## src/rtl/vregs_pkg.sv

```systemverilog
// Shared vector-register parameters, state encoding and the length-clamp helper
// used by the vector writeback path.
package vregs_pkg;

  localparam int NELEM = 16;
  localparam int EW    = 16;
  localparam int REG_W = 4;
  localparam int IDX_W = 4;
  localparam int LEN_W = 5;

  typedef enum logic [0:0] {
    IDLE  = 1'b0,
    DRAIN = 1'b1
  } wbState_e;

  // Oversized lengths collapse to a full register; result is the last element index.
  function automatic logic [IDX_W-1:0] lastIndex(input logic [LEN_W-1:0] len);
    logic [LEN_W-1:0] lenClamp;
    if (len > LEN_W'(NELEM)) begin
      lenClamp = LEN_W'(NELEM);
    end else begin
      lenClamp = len;
    end
    return IDX_W'(lenClamp - 5'd1);
  endfunction

endpackage

```

## src/rtl/vwriteback_if.sv

```systemverilog
// Result-offer handshake between the vector execute stage (master) and the
// writeback sequencer (slave).
interface vwriteback_if #(
  parameter int NELEM = vregs_pkg::NELEM,
  parameter int EW    = vregs_pkg::EW
);
  import vregs_pkg::*;

  logic                   in_valid;
  logic                   in_ready;
  logic [REG_W-1:0]       in_addr;
  logic [LEN_W-1:0]       in_len;
  logic [NELEM*EW-1:0]    in_data;

  modport master (output in_valid, output in_addr, output in_len, output in_data, input in_ready);
  modport slave  (input in_valid, input in_addr, input in_len, input in_data, output in_ready);

endinterface

```

## src/rtl/vwriteback.sv

```systemverilog
// Vector writeback sequencer: captures one vector result and streams it into the
// register file write port one element per cycle, accepting the next result on the last element.
module vwriteback #(
  parameter int NELEM = vregs_pkg::NELEM,
  parameter int EW    = vregs_pkg::EW
) (
  input  logic                       clk,
  input  logic                       rst,
  vwriteback_if.slave                bus,
  output logic                       wEn,
  output logic [vregs_pkg::REG_W-1:0] wAddr,
  output logic [vregs_pkg::IDX_W-1:0] wInd,
  output logic [EW-1:0]              wData,
  output logic                       busy,
  output logic [vregs_pkg::REG_W-1:0] pend_addr
);
  import vregs_pkg::*;

  wbState_e            state_r;
  logic [NELEM*EW-1:0] holdData_r;
  logic [IDX_W-1:0]    lastIdx_r;
  logic                inReady_r;

  logic                transfer_s;
  logic                loadNew_s;
  logic                atLast_s;
  logic [IDX_W-1:0]    nextInd_s;
  logic [IDX_W-1:0]    newLast_s;

  assign bus.in_ready = inReady_r;

  // Handshake decode and next-element index.
  always_comb begin
    transfer_s = bus.in_valid & inReady_r;
    nextInd_s  = wInd + 4'd1;
    newLast_s  = lastIndex(bus.in_len);
    if (transfer_s && (bus.in_len != 5'd0)) begin
      loadNew_s = 1'b1;
    end else begin
      loadNew_s = 1'b0;
    end
    if ((state_r == DRAIN) && (wInd == lastIdx_r)) begin
      atLast_s = 1'b1;
    end else begin
      atLast_s = 1'b0;
    end
  end

  // Holding copy of the accepted vector; only meaningful while draining.
  always_ff @(posedge clk) begin
    if (loadNew_s) begin
      holdData_r <= bus.in_data;
    end
  end

  // Drain FSM with registered write-port, status and ready outputs.
  always_ff @(posedge clk or posedge rst) begin
    if (rst) begin
      state_r   <= IDLE;
      wEn       <= 1'b0;
      wAddr     <= 4'd0;
      wInd      <= 4'd0;
      wData     <= '0;
      busy      <= 1'b0;
      pend_addr <= 4'd0;
      lastIdx_r <= 4'd0;
      inReady_r <= 1'b1;
    end else if (loadNew_s) begin
      // Element 0 comes straight from the bus so a new vector starts without a bubble.
      state_r   <= DRAIN;
      wEn       <= 1'b1;
      wAddr     <= bus.in_addr;
      wInd      <= 4'd0;
      wData     <= bus.in_data[EW-1:0];
      busy      <= 1'b1;
      pend_addr <= bus.in_addr;
      lastIdx_r <= newLast_s;
      inReady_r <= (newLast_s == 4'd0);
    end else begin
      case (state_r)
        IDLE: begin
          wEn       <= 1'b0;
          busy      <= 1'b0;
          pend_addr <= 4'd0;
          inReady_r <= 1'b1;
        end
        DRAIN: begin
          if (atLast_s) begin
            state_r   <= IDLE;
            wEn       <= 1'b0;
            busy      <= 1'b0;
            pend_addr <= 4'd0;
            inReady_r <= 1'b1;
          end else begin
            wInd      <= nextInd_s;
            wData     <= holdData_r[int'(nextInd_s)*EW +: EW];
            inReady_r <= (nextInd_s == lastIdx_r);
          end
        end
        default: begin
          state_r   <= IDLE;
          wEn       <= 1'b0;
          busy      <= 1'b0;
          pend_addr <= 4'd0;
          inReady_r <= 1'b1;
        end
      endcase
    end
  end

endmodule

```

## src/flat_wrapper.sv

```systemverilog
// flat-port wrapper written by rule: the top's interface ports become plain ports
module vwriteback_flat import vregs_pkg::*;
#(
  parameter int NELEM = vregs_pkg::NELEM,
  parameter int EW    = vregs_pkg::EW
)
  (clk, rst, wEn, wAddr, wInd, wData, busy, pend_addr, bus_in_valid, bus_in_addr, bus_in_len, bus_in_data, bus_in_ready);
  vwriteback_if #(.NELEM(NELEM), .EW(EW)) bus_i ();
  input  logic clk;
  input  logic rst;
  output logic wEn;
  output logic [vregs_pkg::REG_W-1:0] wAddr;
  output logic [vregs_pkg::IDX_W-1:0] wInd;
  output logic [EW-1:0] wData;
  output logic busy;
  output logic [vregs_pkg::REG_W-1:0] pend_addr;
  input wire logic [$bits(bus_i.in_valid)-1:0] bus_in_valid;
  input wire logic [$bits(bus_i.in_addr)-1:0] bus_in_addr;
  input wire logic [$bits(bus_i.in_len)-1:0] bus_in_len;
  input wire logic [$bits(bus_i.in_data)-1:0] bus_in_data;
  output wire logic [$bits(bus_i.in_ready)-1:0] bus_in_ready;
  assign bus_i.in_valid = bus_in_valid;
  assign bus_i.in_addr = bus_in_addr;
  assign bus_i.in_len = bus_in_len;
  assign bus_i.in_data = bus_in_data;
  assign bus_in_ready = bus_i.in_ready;
  vwriteback #(.NELEM(NELEM), .EW(EW)) u_core (.clk(clk), .rst(rst), .bus(bus_i), .wEn(wEn), .wAddr(wAddr), .wInd(wInd), .wData(wData), .busy(busy), .pend_addr(pend_addr));
endmodule
```

## config.mk

```make
export PLATFORM = sky130hd
export DESIGN_NAME = vwriteback_flat
export DESIGN_NICKNAME = d
export VERILOG_FILES = /design/src/rtl/vregs_pkg.sv /design/src/rtl/vwriteback_if.sv /design/src/rtl/vwriteback.sv /design/src/flat_wrapper.sv
export SDC_FILE = /design/constraint.sdc
export NUM_CORES = 1
export LEC_CHECK = 0
export ABC_AREA = 1
export CORE_ASPECT_RATIO = 0.7
export CORE_UTILIZATION = 35
export DETAILED_ROUTE_END_ITERATION = 8
export RECOVER_POWER = 50
export REMOVE_ABC_BUFFERS = 1
export SLEW_MARGIN = 20
export SYNTH_ARGS = -nofsm -noshare
export SYNTH_HDL_FRONTEND = slang
export SYNTH_SLANG_ARGS = --single-unit
export TNS_END_PERCENT = 10
```

## constraint.sdc

```tcl
create_clock -name clk -period 7 [get_ports clk]
set_input_delay 1.05 -clock clk [delete_from_list [all_inputs] [get_ports clk]]
set_output_delay 1.05 -clock clk [all_outputs]
set_load 0.01 [all_outputs]
```

* After elaboration in Yosys (flattened, before gate mapping) *
Cells that the tools add are included.

storage, ports and cells
  register bits after elaboration = 291
  input port bits = 268
  logic and storage cells = 46

cells by class
  add/subtract/negate cells = 2
  magnitude comparators = 1
  equal/unequal tests = 4
  shift-type cells = 1
  muxes and demuxes = 21
  bitwise logic cells = 2
  reduce and logical (&&, ||, !) cells = 6

operator list
  cell                                                    count
  indexed part select 256 x 9 -> 16 bit                   1
  two-way mux 16 bit                                      3
  two-way mux 4 bit                                       6
  two-way mux 1 bit                                       9
  equality test 4 bit                                     2
  one-hot mux 4 bit (2 select lines)                      1
  > comparator 5 bit (second input constant)              1
  nonzero test 5 bit                                      1
  adder 4 x 1 -> 4 bit (second input constant)            1
  zero test 4 bit                                         1
  one-hot mux 1 bit (2 select lines)                      2
  subtractor 4 x 1 -> 4 bit (second input constant)       1
  inequality test 3 bit (second input constant)           1
  logical AND 1 bit                                       2
  inequality test 2 x 1 -> 1 bit (second input constant)  1
  AND reduction 2 bit                                     1
  nonzero test 2 bit                                      1
  AND 1 bit                                               1
  inverter 1 bit                                          1

* Depth between registers and ports, before layout *
Gate-level depths: netlist of run 1.

  word-level depth = 6
  depth in mapped cells = 12
  depth with buffers taken out = 12

* Least setup slack after synthesis of run 1 *
Ideal clock, no wire load.

  path type = input to register
  start = input bus_in_len[0]
  end = register u_core.holdData_r[0] (enable)
  library setup time = 0.506 ns
  arrival = 4.606 ns
  required time = 6.494 ns
  path slack = 1.888 ns
  stages on the path = 8
  cells stage by stage = inv_1 nand3_1 inv_1 nand2_1 nand2_1 buf_2 inv_1 buf_2

between the ends
  longest elaborated chain between the ends = 3

RTL lines
  item                        RTL line            RTL
  start: declaration          flat_wrapper.sv:19  input wire logic [$bits(bus_i.in_len)-1:0] bus_in_len;
  nonzero test 5 bit          vwriteback.sv:37    if (transfer_s && (bus.in_len != 5'd0)) begin
  logical AND 1 bit           vwriteback.sv:37
  two-way mux 1 bit           vwriteback.sv:37
  named net u_core.loadNew_s  vwriteback.sv:25    logic loadNew_s;
  end signal: assignment      vwriteback.sv:52    holdData_r <= bus.in_data;
  end: declaration            vwriteback.sv:20    logic [NELEM*EW-1:0] holdData_r;

The timed path passes the listed nets, and every way through them passes these cells.
A chain may end at the register's enable or synchronous reset.

* Worst setup path in the final report of run 1 *
  start = register u_core.wInd[0] (netlist bit)
  end = output wInd[0] (netlist bit)

RTL lines
  item                      RTL line            RTL
  start: declaration        vwriteback.sv:12    output logic [vregs_pkg::IDX_W-1:0] wInd,
  start signal: assignment  vwriteback.sv:95    wInd <= nextInd_s;
  end: declaration          flat_wrapper.sv:13  output logic [vregs_pkg::IDX_W-1:0] wInd;

No word-level cell between the ends.

==> flow_summary.toml, run 1 <==
[place]
dpl_cell_area_mm2 = 0.0159
dp_slack_ns = 2.81
dp_hpwl_um = 21600
io_buffers = 298
gp_congestion = 0.787

[sta]
fin_crit_sh = 0.516
setup_violations = 0
slew_headroom = -0.0913
fmax_mhz = 277
setup_ws_ns = 3.39
hold_viol = 0
rsz0062_at_grt = "false"
clock_skew_ns = 0.0140
worst_slew_pin_slew_ns = 1.64
report.final.slew_viol_count = 36
setup-tns-final_ns = 0
min_period_ns = 3.61

[cts]
cts_buffers = 30
clk_pin_slew_ns = 0.06
cts_tree = "done"
postCtsSetupBuffers = 0
htreeDepth = 1
cts-root-buf = "clkbuf_16"
cts_buffer_depth = 3
clk_latency_ns = 0.57
cts_hold_buf = 0
cts_sinks = 291
ctsResizeCount = 0

[worst_setup_path]
cp_slowest_cell = "dfrtp_4"
endpoint_kind = "primary output"
crit_path_start = "u_core.wInd[0]"
timing.rr.start = "u_core.wInd[0]"
crit_required_ns = 5.95
worst-path-max-fanout = 43
path_cells = "buf_4 > clkdlybuf4s50_1"
regToRegEndpoint = "u_core.wData[12]"
startpoint_type = "flop"
critPathTopFamily = "buffers and inverters"
critPathKind = "reg -> out"
cpPeakStageDelay_ns = 0.79
worst-path-buf-inv = 2
rrSetupSlack_ns = 3.57
r2r_cells = 8
arrival_ns = 2.56

[floorplan]
die-height_um = 160
rows = 57
start_util = 0.358
dieWidth_um = 228
pin_count = 299
core_mm2 = 0.0349
die-area_mm2 = 0.0365

[power]
switching_share = 0.386
vdd_drop_max_uv = 301
p_per_area_mw_per_mm2 = 401
finalPower_w = 0.00678
p_clk_frac = 0.241
p_int_w = 0.00416
leakagePower_nw = 7.12
p_sw_w = 0.00262
p_seq_frac = 0.364
power_frac_comb = 0.395

[finish]
synthToLayoutAreaGrowth_pct = 35.3
final_nets = 1772
fillers = 3236
seqCellArea_mm2 = 0.00857
multiInputGateArea_mm2 = 0.00313
final_layout_size_suffix_gt1_frac = 0.0446
final_util = 0.484
postLayoutCellArea_mm2 = 0.0169

[outcome]
status = "complete, but fails checks"
violations = "max-capacitance violations, max-slew violations"

[drt]
postRouteAntennaNets = 0
first_pass_iters = 5
totalWireLength_um = 34100
num_vias = 9249
route.detailed.drc = 0
drt-initial-drc-count = 668
vias_per_cell = 4.62
post_drt_wl_per_cell_um = 17.1

[yosys]
synthFlopType = "edfxtp_1"
async_reset_ff_frac = 0.120
syn_area_per_cell_um2 = 10.2
yosysSeqAreaShare = 0.686
synth-compound-area-share = 0.0110
synth_edf_count = 256
ys_types = 26
yosys_warnings = 0
yosys.area.top_type = "edfxtp_1"
yosys-top-cells-area = "edfxtp_1, nand2_1, nand3_1"
synth_most_common_cell = "nand2_1"
synthAdderAreaFrac = 0.00300
synth_mux_area_frac = 0
ys_seq_elements = 291
syn_inst = 1224
synth-simple-area-share = 0.227
synth_top_family_by_area = "simple AND/OR/NAND/NOR gates"
synth_top_area_frac = 0.615
syn_area_mm2 = 0.0125
synth_common_cells = "nand2_1, edfxtp_1, nand3_1"
synth_xor_area_frac = 0.00531

[worst_hold_path]
hold_class = "reg -> reg"
whs_path_depth = 2
hold_end = "u_core.pend_addr[3]"
min_from = "u_core.pend_addr[3]"

[grt]
grtUsageTotal = 0.186
grt_pass1_wl_um = 52300
antenna_found_initial = 5
grt_pass1_vias = 8954
grt_remaining_overflow = 0
grt_max_degree = 147

[run]
maxCapViolations = 1
[layout by cell type (no fill, tap or decap), types with 2 or more instances in the layout]
| master | Yosys | final |
|---|---|---|
| clkdlybuf4s50_1 | 0 | 26 |
| o21ai_0 | 8 | 8 |
| clkbuf_1 | 23 | 9 |
| buf_4 | 2 | 6 |
| clkbuf_8 | 0 | 5 |
| edfxtp_1 | 256 | 256 |
| inv_2 | 4 | 3 |
| dfrtp_1 | 34 | 33 |
| clkinv_2 | 0 | 5 |
| a21oi_1 | 17 | 17 |
| clkinv_1 | 0 | 2 |
| diode_2 | 0 | 5 |
| nand2_4 | 1 | 2 |
| nand3_1 | 178 | 178 |
| o22ai_1 | 2 | 2 |
| bufinv_16 | 0 | 3 |
| inv_1 | 145 | 143 |
| nor2_1 | 25 | 25 |
| dlygate4sd3_1 | 0 | 272 |
| ha_1 | 3 | 2 |
| inv_4 | 0 | 2 |
| clkbuf_16 | 0 | 30 |
| nand2_1 | 481 | 480 |
| xor2_4 | 0 | 2 |
[how the worst max path moves through the flow]
| stage | to | slack, ns | cells after the start |
|---|---|---|---|
| 3_3_place_gp | u_core.holdData_r[235] | 2.79 | 8 |
| 5_1_grt | u_core.holdData_r[56] | 3.20 | 8 |
| 4_1_cts | u_core.wData[11] | 3.01 | 8 |
| 6_report | wInd[0] | 3.39 | 2 |
| 3_5_place_dp | u_core.holdData_r[170] | 2.81 | 8 |
| 2_1_floorplan | u_core.wInd[0] | -1.43 | 9 |
[power by group through the flow]
stage / logic (W) / registers (W) / clock network (W)
2_1_floorplan: 0.00160 / 0.00261 / 0
3_3_place_gp: 0.00273 / 0.00250 / 0
3_5_place_dp: 0.00277 / 0.00251 / 0
4_1_cts: 0.00278 / 0.00248 / 0.00167
5_1_grt: 0.00303 / 0.00251 / 0.00174
6_report: 0.00268 / 0.00247 / 0.00163
[state kept, by name, indices dropped and copies added, names as in the netlist]
signal,flops
u_core.busy,1
u_core.wInd,4
u_core.holdData_r,256
u_core.state_r,1
u_core.pend_addr,4
u_core.bus.in_ready,1
u_core.lastIdx_r,4
u_core.wData,16
u_core.wAddr,4
[stage by stage]
step,hold WS (ns),std cells
after floorplan,0.509,1164
after global placement,0.459,1941
after detailed placement,0.465,1941
after CTS,0.479,1996
after global routing,0.498,1996
final,0.467,2001
[layout make-up]
| cell class | instances | share of cell area |
|---|---|---|
| Sequential cell | 291 | 0.507 |
| Multi-Input combinational cell | 724 | 0.185 |
| Timing Repair Buffer | 305 | 0.180 |
| Clock buffer | 44 | 0.0505 |
| Tap cell | 472 | 0.0349 |
| Inverter | 149 | 0.0338 |
| Clock inverter | 11 | 0.00821 |
| Antenna cell | 5 | 0.000740 |
[worst min-delay path, stage by stage (launching register included)]
cell and delay, ns:
dfrtp_1 0.34, nand2_1 0.05, nand2_1 0.04
[logic make-up (layout without fill, tap and decap cells)]
kind of cell / count (synthesis) / count (layout)
DFF: 291 / 291
buffers and inverters: 209 / 509
and+or+nand+nor: 689 / 689
xor gates and xnor gates: 5 / 5
adders and majority gates: 3 / 3
AOI/OAI and AO/OA: 27 / 27
other: 0 / 5
[per-layer routing]
metal,wire (µm),part of all wire,GRT usage
met5,20,0.00059,0
met2,15300,0.45,0.287
met3,2460,0.072,0.0405
met4,463,0.014,0.0298
met1,15900,0.47,0.273
No activity file was read; power rests on OpenSTA's default activity.
==> run 2, diff against run 1 <==
clock period = 3.42 ns   (was 7 ns; I/O delays follow)
==> flow_summary.toml, run 2 (synthesized netlist as in run 1, its figures left out) <==
[drt]
post_drt_wl_per_cell_um = 17.1
num_vias = 9263
totalWireLength_um = 34400
vias_per_cell = 4.61
postRouteAntennaNets = 0
drt-initial-drc-count = 665
route.detailed.drc = 0
first_pass_iters = 5

[floorplan]
die-height_um = 160
rows = 57
die-area_mm2 = 0.0365
dieWidth_um = 228
pin_count = 299
start_util = 0.358
core_mm2 = 0.0349

[sta]
clock_skew_ns = 0.00849
setup_violations = 0
rsz0062_at_grt = "false"
setup_ws_ns = 0.600
setup-tns-final_ns = 0
report.final.slew_viol_count = 1
fin_crit_sh = 0.824
hold_slack_ns = 0.479
min_period_ns = 2.82
worst_slew_pin_slew_ns = 1.50
slew_headroom = -0.000114
fmax_mhz = 355
hold_viol = 0

[finish]
synthToLayoutAreaGrowth_pct = 36.4
top_register = "u_core.holdData_r"
layout_common_cells = "nand2_1, dlygate4sd3_1, edfxtp_1"
layout_commonest_cell = "nand2_1"
reg_top3 = "u_core.holdData_r (256), u_core.wData (16)"
final_layout_size_suffix_gt1_frac = 0.0522
postLayoutCellArea_mm2 = 0.0170
final_nets = 1779
largest_register_ffs = 256

[grt]
grt_pass1_vias = 9014
antenna_found_initial = 7
grt_remaining_overflow = 0
grt_pass1_wl_um = 52800
grtUsageTotal = 0.189
grt_max_degree = 95

[cts]
cts_sinks = 291
cts_buffers = 30
ctsResizeCount = 0
postCtsSetupBuffers = 0
clk_pin_slew_ns = 0.06
htreeDepth = 1
cts_hold_buf = 0
clk_latency_ns = 0.57
cts-root-buf = "clkbuf_16"
cts_buffer_depth = 3
cts_tree = "done"

[worst_setup_path]
critPathTopFamily = "simple AND/OR/NAND/NOR gates"
worst-path-max-fanout = 44
critPathKind = "reg -> reg"
path_cells = "buf_4 > nand2_1 > nand2_1 > nor2_1 > nand2_1 > nand2_1 > nand2_2 > inv_2 > nand2_1 > nand2_1"
arrival_ns = 3.32
worst-path-buf-inv = 2
crit_top_cell = "nand2_1"
endpoint_kind = "flop"
cp_slowest_cell = "nand2_1"
cpPeakStageDelay_ns = 0.73
startpoint_type = "flop"
crit_required_ns = 3.92

[place]
io_buffers = 298
dpl_cell_area_mm2 = 0.0160
gp_congestion = 0.783
dp_slack_ns = 0.830
dp_hpwl_um = 22000

[worst_hold_path]
hold_class = "reg -> reg"

[outcome]
status = "complete, but fails checks"
violations = "max-capacitance violations, max-slew violations"

[run]
maxCapViolations = 1

[power]
p_per_area_mw_per_mm2 = 833
vdd_drop_max_uv = 930
leakagePower_nw = 7.19
==> run 2: cell count changes in the layout (fill, tap and decap cells not counted), sizes merged <==
cell,previous run,this run
buf,7,12
clkdlybuf4s50,26,41
clkbuf,44,41
clkinvlp,0,1
dlygate4sd3,272,257
clkinv,8,14
inv,149,148
==> run 2: worst paths after layout <==
kind / start / end / slack [ns] / cells after the start
max: u_core.wInd[0] / u_core.wData[11] / 0.60 / 10
min: u_core.wData[4] / u_core.wData[4] / 0.48 / 2
max reg2reg: u_core.wInd[0] / u_core.wData[11] / 0.60 / 10
min reg2reg: u_core.wData[4] / u_core.wData[4] / 0.48 / 2
max in group asynchronous: rst / u_core.wInd[0] / 1.50 / 2
min in group asynchronous: rst / u_core.wData[2] / 0.84 / 2
==> run 2: layer usage <==
metal	global-route usage	share of wire
met1	0.272	0.45
met2	0.293	0.44
met3	0.0455	0.083
met4	0.0335	0.017
met5	0	0.0020
==> run 2: final cells by class <==
cell class,count,area [µm²]
antenna,5,12.5
clock buffer,39,888
clock inverter,17,163
fill,3242,17900
inverter,149,571
multi-input combinational,724,3110
sequential,291,8570
tap,472,591
timing repair buffer,312,3140
==> run 2: worst reg2reg max path, stage by stage, from the launching register on <==
cell	delay (ns)
dfrtp_4	0.53
buf_4	0.31
nand2_1	0.14
nand2_1	0.08
nor2_1	0.09
nand2_1	0.06
nand2_1	0.73
nand2_2	0.19
inv_2	0.41
nand2_1	0.13
nand2_1	0.10
==> run 2: report_power, final <==
group | internal, W | switching, W | total, W
sequential | 0.00472 | 0.000270 | 0.00499
clock | 0.00205 | 0.00140 | 0.00345
combinational | 0.00198 | 0.00378 | 0.00576
==> run 2: stage by stage <==
step,total power [W],std cells,utilization
final,0.0142,2009,0.488
after global routing,0.0152,2005,0.487
after detailed placement,0.0110,1948,0.458
after CTS,0.0145,2004,0.488
after global placement,0.0109,1948,0.458
after floorplan,0.00863,1164,-
